`config.mk`:
```
export PLATFORM = sky130hd
export DESIGN_NAME = instr_trace_buffer
export DESIGN_NICKNAME = d
export VERILOG_FILES = /design/src/rtl/trace_pkg.sv /design/src/rtl/trace_mem.sv /design/src/rtl/instr_trace_buffer.sv
export SDC_FILE = /design/constraint.sdc
export NUM_CORES = 1
export LEC_CHECK = 0
export ABC_AREA = 1
export BUFFER_PORTS_ARGS = -buffer_cell sky130_fd_sc_hd__buf_2
export CAP_MARGIN = 30
export CORE_MARGIN = 5
export CORE_UTILIZATION = 40
export DETAILED_ROUTE_END_ITERATION = 12
export PLACE_DENSITY_LB_ADDON = 0.08
export SLEW_MARGIN = 20
export SYNTH_ARGS = -nofsm -noshare
export SYNTH_HDL_FRONTEND = slang
export SYNTH_HIERARCHICAL = 1
export SYNTH_SLANG_ARGS = --single-unit
```
`constraint.sdc`:
```
create_clock -name clk -period 7.45 [get_ports clk]
set_input_delay 1.49 -clock clk [delete_from_list [all_inputs] [get_ports clk]]
set_output_delay 1.49 -clock clk [all_outputs]
set_load 0.05 [all_outputs]
```
`src/rtl/trace_pkg.sv`:
```
// Shared definitions for the retired-instruction trace buffer: FSM state
// codes, trace-entry field widths and the packing layout of one entry.
package trace_pkg;

    // FSM state codes; the numeric values are visible on the state port
    localparam logic [1:0] TR_IDLE  = 2'd0;
    localparam logic [1:0] TR_ARMED = 2'd1;
    localparam logic [1:0] TR_POST  = 2'd2;
    localparam logic [1:0] TR_DONE  = 2'd3;

    // Fixed field widths of a trace entry
    localparam int unsigned TR_INSTR_W      = 32;
    localparam int unsigned TR_OP_W         = 16;
    localparam int unsigned TR_SEL_W        = 5;
    localparam int unsigned TR_XLEN_DEFAULT = 32;

    // Entry width for a given XLEN: {instr, full_op_code, rd_sel, rd_data}
    function automatic int unsigned tr_entry_w(input int unsigned xlen);
        return TR_INSTR_W + TR_OP_W + TR_SEL_W + xlen;
    endfunction

    localparam int unsigned TR_ENTRY_W = tr_entry_w(TR_XLEN_DEFAULT);

    // Field offsets inside a packed entry; rd_data occupies the LSBs
    function automatic int unsigned tr_sel_off(input int unsigned xlen);
        return xlen;
    endfunction

    function automatic int unsigned tr_op_off(input int unsigned xlen);
        return xlen + TR_SEL_W;
    endfunction

    function automatic int unsigned tr_instr_off(input int unsigned xlen);
        return xlen + TR_SEL_W + TR_OP_W;
    endfunction

endpackage

```
`src/rtl/trace_mem.sv`:
```
// DEPTH x W register file: one synchronous write port, one asynchronous
// read port. No reset; contents are only read after being written.
module trace_mem #(
    parameter int unsigned DEPTH = 16,
    parameter int unsigned W     = 85
) (
    input  logic                     clk,
    input  logic                     we,
    input  logic [$clog2(DEPTH)-1:0] waddr,
    input  logic [W-1:0]             wdata,
    input  logic [$clog2(DEPTH)-1:0] raddr,
    output logic [W-1:0]             rdata
);

    logic [W-1:0] mem [DEPTH];

    // Capture one entry per enabled write
    always_ff @(posedge clk) begin
        if (we) begin
            mem[waddr] <= wdata;
        end
    end

    // Zero-latency read for the readout port
    always_comb begin
        rdata = mem[raddr];
    end

endmodule

```
`src/rtl/instr_trace_buffer.sv`:
```
// Retired-instruction trace capture: circular buffer of DEPTH entries,
// opcode-match / forced trigger, POST_TRIG post-trigger entries, then
// oldest-first replay over a valid/ready port.
module instr_trace_buffer
    import trace_pkg::*;
#(
    parameter int unsigned XLEN      = 32,
    parameter int unsigned DEPTH     = 16,
    parameter int unsigned POST_TRIG = 4
) (
    input  logic                   clk,
    input  logic                   rst,
    input  logic                   tr_valid,
    input  logic [31:0]            instr,
    input  logic [15:0]            full_op_code,
    input  logic [4:0]             rd_sel,
    input  logic [XLEN-1:0]        rd_data,
    input  logic                   arm,
    input  logic [15:0]            trig_op,
    input  logic [15:0]            trig_mask,
    input  logic                   trig_force,
    input  logic                   out_ready,
    output logic                   out_valid,
    output logic [31:0]            out_instr,
    output logic [15:0]            out_op,
    output logic [4:0]             out_rd_sel,
    output logic [XLEN-1:0]        out_rd_data,
    output logic [1:0]             state,
    output logic [$clog2(DEPTH):0] count,
    output logic                   overflow
);

    localparam int unsigned AW        = $clog2(DEPTH);
    localparam int unsigned CW        = AW + 1;
    localparam int unsigned EW        = tr_entry_w(XLEN);
    localparam int unsigned SEL_OFF   = tr_sel_off(XLEN);
    localparam int unsigned OP_OFF    = tr_op_off(XLEN);
    localparam int unsigned INSTR_OFF = tr_instr_off(XLEN);

    localparam logic [CW-1:0] CNT_FULL = CW'(DEPTH);
    localparam logic [CW-1:0] CNT_ONE  = CW'(1);
    localparam logic [AW-1:0] PC_FULL  = AW'(POST_TRIG);
    localparam logic [AW-1:0] PC_LESS1 = AW'(POST_TRIG - 1);
    localparam logic [AW-1:0] PC_ONE   = AW'(1);

    logic [AW-1:0] wr_ptr;
    logic [AW-1:0] rd_ptr;
    logic [AW-1:0] post_cnt;
    logic [AW-1:0] wr_ptr_nxt;
    logic [CW-1:0] count_nxt;
    logic          wr_en;
    logic          trig;
    logic [EW-1:0] wdata;
    logic [EW-1:0] rdata;

    // Trigger compare and write enable; arm always suppresses the write
    always_comb begin
        trig  = (tr_valid && (((full_op_code ^ trig_op) & trig_mask) == '0)) || trig_force;
        wr_en = 1'b0;
        if (!arm && tr_valid) begin
            if (state == TR_ARMED) begin
                wr_en = 1'b1;
            end else if (state == TR_POST && post_cnt != '0) begin
                wr_en = 1'b1;
            end
        end
        wr_ptr_nxt = wr_ptr + 1'b1;
        count_nxt  = (count == CNT_FULL) ? count : count + 1'b1;
        wdata      = {instr, full_op_code, rd_sel, rd_data};
    end

    trace_mem #(
        .DEPTH (DEPTH),
        .W     (EW)
    ) u_mem (
        .clk   (clk),
        .we    (wr_en),
        .waddr (wr_ptr),
        .wdata (wdata),
        .raddr (rd_ptr),
        .rdata (rdata)
    );

    // FSM, pointers and counters; arm clears are placed after the write
    // update so they take priority within the same cycle
    always_ff @(posedge clk) begin
        if (rst) begin
            state    <= TR_IDLE;
            wr_ptr   <= '0;
            rd_ptr   <= '0;
            count    <= '0;
            overflow <= 1'b0;
            post_cnt <= '0;
        end else begin
            if (wr_en) begin
                wr_ptr <= wr_ptr_nxt;
                count  <= count_nxt;
                if (count == CNT_FULL) begin
                    overflow <= 1'b1;
                end
            end
            case (state)
                TR_IDLE: begin
                    if (arm) begin
                        state    <= TR_ARMED;
                        wr_ptr   <= '0;
                        count    <= '0;
                        overflow <= 1'b0;
                    end
                end
                TR_ARMED: begin
                    if (arm) begin
                        wr_ptr   <= '0;
                        count    <= '0;
                        overflow <= 1'b0;
                    end else if (trig) begin
                        state    <= TR_POST;
                        post_cnt <= tr_valid ? PC_LESS1 : PC_FULL;
                    end
                end
                TR_POST: begin
                    if (arm) begin
                        state    <= TR_ARMED;
                        wr_ptr   <= '0;
                        count    <= '0;
                        overflow <= 1'b0;
                    end else if (post_cnt == '0) begin
                        state  <= TR_DONE;
                        rd_ptr <= wr_ptr - count[AW-1:0];
                    end else if (tr_valid) begin
                        post_cnt <= post_cnt - 1'b1;
                        if (post_cnt == PC_ONE) begin
                            // Oldest entry computed from the post-write pointer/count
                            state  <= TR_DONE;
                            rd_ptr <= wr_ptr_nxt - count_nxt[AW-1:0];
                        end
                    end
                end
                default: begin
                    if (count == '0) begin
                        state <= TR_IDLE;
                    end else if (out_ready) begin
                        rd_ptr <= rd_ptr + 1'b1;
                        count  <= count - 1'b1;
                        if (count == CNT_ONE) begin
                            state <= TR_IDLE;
                        end
                    end
                end
            endcase
        end
    end

    // Readout port; fields forced to zero whenever nothing is offered
    always_comb begin
        out_valid   = (state == TR_DONE) && (count != '0);
        out_instr   = out_valid ? rdata[INSTR_OFF +: TR_INSTR_W] : '0;
        out_op      = out_valid ? rdata[OP_OFF +: TR_OP_W]       : '0;
        out_rd_sel  = out_valid ? rdata[SEL_OFF +: TR_SEL_W]     : '0;
        out_rd_data = out_valid ? rdata[XLEN-1:0]                : '0;
    end

endmodule

```
=== Word-level counts from Yosys, hierarchy flattened ===
Memory sizes are Yosys's and may differ from the RTL's. A register that Yosys moved wholly into a read port is not among the register bits.
Index checks and enable logic that the tools add are counted.

* Add/sub/neg operators: 7
* $mul: 0
* Divide/modulo/power cells: 0
* Order comparisons: 0
* Eq/ne operators: 17
* Shift operators: 0
* Mux-type cells: 49
* Bitwise gates (word level): 3
* Reductions and logical operators: 21

{| class="wikitable"
|+ Operator list
! operator !! number
|-
| $mux W32 || 2
|-
| $mux W4 || 16
|-
| $mux W5 || 7
|-
| $mux W2 || 10
|-
| $and A16 B16 Y16 || 1
|-
| $logic_not A16 Y1 || 1
|-
| $mux W16 || 1
|-
| $pmux W4 S2 || 2
|-
| $xor A16 B16 Y16 || 1
|-
| $reduce_bool A5 Y1 || 3
|-
| $ne A2 B2 Y1 const B || 7
|-
| $reduce_and A6 Y1 || 2
|-
| $mux W1 || 9
|-
| $add A4 B1 Y4 const B || 2
|-
| $sub A4 B4 Y4 || 2
|-
| $reduce_and A7 Y1 || 1
|-
| $pmux W2 S3 || 1
|-
| $add A5 B1 Y5 const B || 1
|-
| $eq A5 B1 Y1 const B || 1
|-
| $eq A5 B5 Y1 const B || 1
|-
| $logic_not A5 Y1 || 1
|-
| $sub A5 B1 Y5 const B || 1
|-
| $eq A2 B2 Y1 const B || 2
|-
| $eq A4 B1 Y1 const B || 1
|-
| other kinds (17) || 21
|}

* Register bits after elaboration: 20
* Latch bits: 0
* Bits in writable memories: 1360
* Bits in read-only memories: 0
* Output and inout port bits: 94
* Memories kept: 1

{| class="wikitable"
|+ Memory list
! memory !! words !! bits a word !! read ports !! clocked after memory_dff !! write ports !! RTL line !! RTL
|-
| u_mem.mem || 16 || 85 || 1 || 1 || 1 || trace_mem.sv:15 || <nowiki>logic [W-1:0] mem [DEPTH];</nowiki>
|}

=== Longest topological paths before layout ===
Gate-level depths: netlist of the first run.

* Word-level depth: 10
* Mapped depth: 13

=== Modules after synthesis ===
The synthesis of the first run kept the hierarchy.

{| class="wikitable"
|+ By module, submodules not included
! module !! times used !! cells an instance !! area an instance (um^2) !! seq. area each (um^2)
|-
| trace_mem || 1 || 5498 || 57978.1 || 40839.2
|-
| instr_trace_buffer || 1 || 496 || 2791.4 || 400.4
|}

=== Least setup slack after synthesis of the first run ===
OpenSTA, ideal clock, no wires.

* Kind: input-to-reg
* From: input tr_valid
* To: memory u_mem.mem[12][0] (enable)
* Setup time: 0.529 ns
* Data arrival time: 5.655 ns
* Path slack: 1.265 ns
* Cell stages on the path: 6
* Path buffers: 0
* Cells stage by stage: inv_1 nor2_1 o21ai_4 inv_2 nand3_1 nor2_1

* Word-level cells in the longest chain between the ends: 4

{| class="wikitable"
|+ Ends and longest elaborated chain
! element !! RTL line !! RTL
|-
| start, declared || instr_trace_buffer.sv:13 || <nowiki>input logic tr_valid,</nowiki>
|-
| $logic_and A1 B1 Y1 || instr_trace_buffer.sv:60 || <nowiki>if (!arm && tr_valid) begin</nowiki>
|-
| $mux W1 || instr_trace_buffer.sv:60 ||
|-
| net wr_en || instr_trace_buffer.sv:51 || <nowiki>logic wr_en;</nowiki>
|-
| $mux W1 || trace_mem.sv:19 || <nowiki>if (we) begin</nowiki>
|-
| $mux W1 (not written as such) || trace_mem.sv:20 || <nowiki>mem[waddr] <= wdata;</nowiki>
|-
| end, declared || trace_mem.sv:15 ||
|}

The timed path passes the listed nets, and every way through them passes these cells.

==> reports/results.ini, run 1 <==
[synth]
async_reset_ff_share_pct=0
synth_ff_type=edfxtp_1
ys_top_cells_by_count=nand2_1, edfxtp_1, inv_1, nand3_1, buf_2
synth_warnings=6
synth_edf_count=1360
yosys.area.top_type=edfxtp_1
synth_nets=6138
synth.most_common_cell=nand2_1
syn_inst=5994
syn_area_sq_mm=0.0608
synth_top_cell_area_share_pct=67.2
ys_seq_area_share_pct=67.9
synth_cell_type_count=44
ys_ff_latch=1380
synth_area_leaders=edfxtp_1, nand2_1, nand3_1
avgSynthCellArea_sq_um=10.1

[layout]
multi_input_area_sq_mm=0.0138
final_util_pct=45.4
seqCellArea_sq_mm=0.0413
fillers=14300
drive_gt1_share_pct=8.44
nets=6279
area_delta_synth_final_pct=13.2

[clock_network]
clk_latency_ns=0.78
path_clk_slew_ns=0.06
cts.sinks=1380
cts_setup_buffers=0
htreeDepth=4
cts_tree=yes
postCtsHoldBufs=0
root_buffer=clkbuf_16
cts_buffers=156
cts.path.max_buffers=3
cts_resized=0

[setup_path]
cp.required_ns=5.96
cp_cell_sequence=inv_8 > buf_4 > nand2_1 > nand2_1 > nand2_1 > nand3_1 > nand3_1 > nand2_1 > inv_1 > nor2_1 > buf_2
r2r-end=u_mem/mem[8][22]
cp_max_fo=131
path_class=register to primary output
crit_slowest_cell=buf_4
r2r_start=state[0]
cp-end-kind=primary output
path_common_cell=nand2_1
r2r_slack_ns=3.49
crit_start=rd_ptr[0]
arrival_ns=4.06
rr_worst_depth=9
slowest_delay_ns=0.78
crit_path_start_kind=register
crit_end=out_instr[25]

[drt]
drc=0
routed_wl_um=165000
wl_per_cell_um=19.9
initialDrtViolationCount=2608
via_count=40200
vias_per_cell=4.84
first_pass_iters=5
antenna_left=0

[power_and_ir_drop]
p_sw_share_pct=23.8
powerDensity_mw_per_mm2=256
internal_power_mw=13.4
p_seq_share_pct=49.2
leakage_nw=29.4
clockPowerShare_pct=42.1
p_sw_mw=4.19
ir_drop_mv=0.180
comb_power_share_pct=8.6
p_total_mw=17.6

[sta]
tightest_slew_ns=1.12
slew_viol_final=0
fin_crit_sh_pct=74.5
tns_ns=0
max_freq_ghz=0.180
timing.hold.ws_ns=0.479
slew_headroom_pct=25.5
hold_violations=0
rsz0062_at_grt=no
min_period_ns=5.55
skew_ns=0.0295
setup_violations=0

[floorplanning]
die_area_sq_mm=0.160
core_area_sq_mm=0.152
num_io_pins=217
row_count=143
start_util_pct=40.1
die_x_um=400
fp.dieH_um=400

[flow_run]
max_cap_violations=0

[worst_hold_path]
hp-class=register to register

[grt]
grt.overflow.total=0
grt_pass1_wl_um=247000
antenna_found_initial=21
grt_pass1_vias=38700
grt_max_degree=201
track_usage_pct=20.6

[placed_design]
portBuffers=216
globalplace.congestion=0.729
place_hpwl_um=79400

[outcome]
outcome=finished, final reports clean

## power groups by stage
stage               Sequential [mW]  Combinational, mW  Clock, mW
floorplan                      8.83               1.01          0
global placement               8.83               1.53          0
detailed placement             8.83               1.54          0
CTS                            8.67               1.55       7.62
global route                   8.67               1.72       7.94
finish                         8.67               1.52       7.42
## cell type report
class / instances / area share [%]
timing repair buffer: 277 / 2.69
clock buffer: 191 / 6.08
antenna: 5 / 0.0182
tap: 2030 / 3.69
sequential: 1380 / 60.0
multi-input combinational: 3149 / 20.1
inverter: 1171 / 6.44
clock inverter: 90 / 1.04
## kinds of logic (layout without fill, tap and decap cells)
kind of cell | after synthesis | after routing | share of synthesized area [%]
flip-flops | 1380 | 1380 | 67.9
adder cells (fa/ha/maj) | 21 | 21 | 0.457
AND/OR/NAND/NOR | 3057 | 3057 | 21.3
XOR/XNOR | 15 | 15 | 0.216
other | 0 | 5 | 0
AO/OA/AOI/OAI | 56 | 56 | 0.558
buffers and inverters | 1465 | 1729 | 9.65
## per-stage QoR
step | cell area (sq um) | setup slack, ns | cells
finish | 68800 | 1.90 | 8293
global route | 68800 | 1.49 | 8290
CTS | 68700 | 1.69 | 8287
global placement | 63700 | 2.53 | 8002
detailed placement | 63800 | 2.55 | 8006
floorplan | 60800 | 1.27 | 5994
## flip-flops by register name, indices dropped and copies added, names as in the netlist
| signal | cells |
|---|---|
| count | 5 |
| post_cnt | 4 |
| wr_ptr | 4 |
| u_mem/mem | 1360 |
| overflow | 1 |
| rd_ptr | 4 |
| state | 2 |
## per-layer routing
metal	up-vias	track usage [%]	routed length (um)
met2	878	35.0	79400
met4	6	5.43	3830
met1	19500	27.7	74800
met5	-	0	41
li1	19500	-	-
met3	240	2.94	7200
## layout by cell type (no fill, tap or decap), types with 8 or more instances in the layout
cell       netlist  final
nand2_1       1851   1851
edfxtp_1      1360   1360
inv_1         1158   1157
nand3_1       1046   1046
buf_2          190    216
clkbuf_16        0    163
nor2_1         133    117
clkinv_1         0     59
buf_4           21     38
clkbuf_1        59     28
buf_12           0     20
nor2_4           3     19
ha_1            19     19
a21oi_1         17     17
dfxtp_1         20     16
o21ai_0         14     14
clkinv_2         1     13
bufinv_16        0     12
o21ai_1         11     11
xor2_1           8      8
inv_2           11      8
## critical path, delay by kind of cell (launching register included)
kind | cells | cell delay [ns]
buf+inv | 4 | 1.87
flops | 1 | 0.55
simple gates | 7 | 0.65
## worst min-delay path by stage
stage               startpoint         to  slack (ns)  cells after the start
detailed placement    overflow   overflow        0.47                      2
global placement      overflow   overflow        0.46                      2
finish                overflow   overflow        0.48                      2
CTS                   overflow   overflow        0.48                      2
global route          overflow   overflow        0.53                      2
floorplan            rd_ptr[2]  rd_ptr[2]        0.46                      2
Note: power is estimated with default switching activity, not from simulation.
==> run 2, diff against run 1 <==
==> constraint.sdc (replaced) <==
create_clock -name clk -period 5.5 [get_ports clk]
set_input_delay 1.1 -clock clk [delete_from_list [all_inputs] [get_ports clk]]
set_output_delay 1.1 -clock clk [all_outputs]
set_load 0.05 [all_outputs]
==> run 2 against run 1 <==
Total power increased by 33%. Critical endpoint is now out_instr[1]. Flip-flop and latch count unchanged. Cell count increased by 0.17%. Core utilization increased by 0.078 points. First-iteration DRC count increased by 8.4%. Sequential power increased by 35%. Via count increased by 0.29%. Die area unchanged. Critical path depth unchanged. Clock skew decreased by 0.0055 ns. Register-to-register slack got worse by 1.7 ns. Clock power increased by 30%.
==> reports/results.ini, run 2 (same netlist as run 1, synthesis figures left out) <==
[sta]
skew_ns=0.0239
min_period_ns=4.72
max_freq_ghz=0.212
hold_violations=0
timing.hold.ws_ns=0.486
fin_crit_sh_pct=85.8
tightest_slew_ns=0.908
rsz0062_at_grt=no
slew_viol_final=0
setup_violations=0
slew_headroom_pct=39.4

[floorplanning]
die_x_um=400
num_io_pins=217
die_area_sq_mm=0.160
row_count=143
start_util_pct=40.1
core_area_sq_mm=0.152
fp.dieH_um=400

[setup_path]
crit_path_start_kind=register
r2r_start=state[0]
cp_cell_sequence=inv_8 > buf_12 > nand2_1 > nand2_1 > nand2_1 > nand3_1 > nand3_1 > nand2_1 > inv_1 > nor2_1 > buf_2
cp_top_family=buffers and inverters
path_common_cell=nand2_1
cp-end-kind=primary output
crit_start=rd_ptr[0]
path_buf_inv=4
rr_worst_depth=9
r2r-end=u_mem/mem[0][8]
path_class=register to primary output
crit_slowest_cell=inv_8
r2r_slack_ns=1.83
cp.required_ns=4.40
cp.depth=11
cp_max_fo=122
crit_end=out_instr[1]
arrival_ns=3.62
slowest_delay_ns=0.66

[layout]
final_util_pct=45.5
nets=6293
largest_register_ffs=1360
largest_register=u_mem/mem
mostFrequentLayoutCells=nand2_1, edfxtp_1, inv_1
area_delta_synth_final_pct=13.4
final_common_cell=nand2_1
top_regs=u_mem/mem (1360), count (5)
drive_gt1_share_pct=8.65

[clock_network]
cts_setup_buffers=0
cts.path.max_buffers=3
cts_resized=0
htreeDepth=4
path_clk_slew_ns=0.06
cts_tree=yes
cts_buffers=154
root_buffer=clkbuf_16
cts.sinks=1380
clk_latency_ns=0.76
postCtsHoldBufs=0

[grt]
grt_max_degree=151
grt_pass1_vias=38900
grt_pass1_wl_um=252000
track_usage_pct=21.1
grt.overflow.total=0
antenna_found_initial=20

[power_and_ir_drop]
powerDensity_mw_per_mm2=341
leakage_nw=29.5
ir_drop_mv=0.221

[worst_hold_path]
whs_path_depth=2
hp-class=register to register

[placed_design]
place_hpwl_um=80600
globalplace.congestion=0.740
portBuffers=216

[drt]
route.met3.wl_um=7380
met2_length_um=81100
routed_wl_um=170000
initialDrtViolationCount=2827
drc=0
routed.top_layer=met5
route.layer.met1.wl_um=78500
vias_per_cell=4.85
via_count=40300
wl_per_cell_um=20.5
antenna_left=0
first_pass_iters=5

[flow_run]
max_cap_violations=0

[outcome]
outcome=finished, final reports clean

-- run 2: cell count changes in the layout (fill, tap and decap cells not counted), sizes merged --
| cell | change |
|---|---|
| clkinv | -7 |
| diode | +3 |
| clkbuf | +10 |
| inv | -1 |
| buf | +16 |
| bufinv | -8 |
| clkinvlp | +1 |
-- run 2: worst reg2reg max path, cell delays in order, from the launching register on --
cell and delay, ns:
dfxtp_1 0.35, inv_1 0.15, ha_1 0.51, inv_2 0.20
nor2_4 0.24, o21ai_4 0.15, inv_2 0.23, nand2_1 0.27
nor2_4 0.73, buf_12 0.42
-- run 2: worst min path at each step --
stage,start,end,slack [ns]
after detailed placement,overflow,overflow,0.47
after CTS,overflow,overflow,0.49
final,overflow,overflow,0.49
after floorplan,rd_ptr[2],rd_ptr[2],0.46
after global routing,overflow,overflow,0.53
after global placement,overflow,overflow,0.48
-- run 2: layout make-up --
cell class                      instances  area (sq um)
Fill cell                           14400         82600
Sequential cell                      1380         41300
Multi-Input combinational cell       3149         13800
Inverter                             1171          4430
Clock buffer                          201          4230
Tap cell                             2030          2540
Timing Repair Buffer                  293          2170
Clock inverter                         75           457
Antenna cell                            8          20.0
-- run 2: where the power goes --
| part | total, mW | leakage, nW | internal (mW) | switching (mW) |
|---|---|---|---|---|
| Combinational | 2.09 | 14.8 | 0.599 | 1.49 |
| Sequential | 11.7 | 12.4 | 11.7 | 0.0541 |
| Clock | 9.68 | 2.29 | 5.57 | 4.11 |
| Total | 23.5 | 29.5 | 17.8 | 5.66 |
-- run 2: routing by layer --
layer / track usage (%) / vias up
li1: - / 19600
met1: 29.5 / 19600
met2: 35.2 / 852
met3: 2.99 / 227
met4: 4.89 / 8
met5: 0 / -
-- run 2: through the flow --
| step | std cells | setup slack [ns] | area (sq um) | total power [mW] | TNS [ns] |
|---|---|---|---|---|---|
| after floorplan | 5994 | -0.295 | 60800 | 13.3 | -383.14 |
| after global placement | 8021 | 1.53 | 64100 | 14.1 | 0 |
| after detailed placement | 8022 | 1.55 | 64200 | 14.1 | 0 |
| after CTS | 8298 | 0.691 | 68900 | 23.8 | 0 |
| after global routing | 8302 | 0.524 | 68900 | 24.4 | 0 |
| final | 8307 | 0.780 | 68900 | 23.5 | 0 |
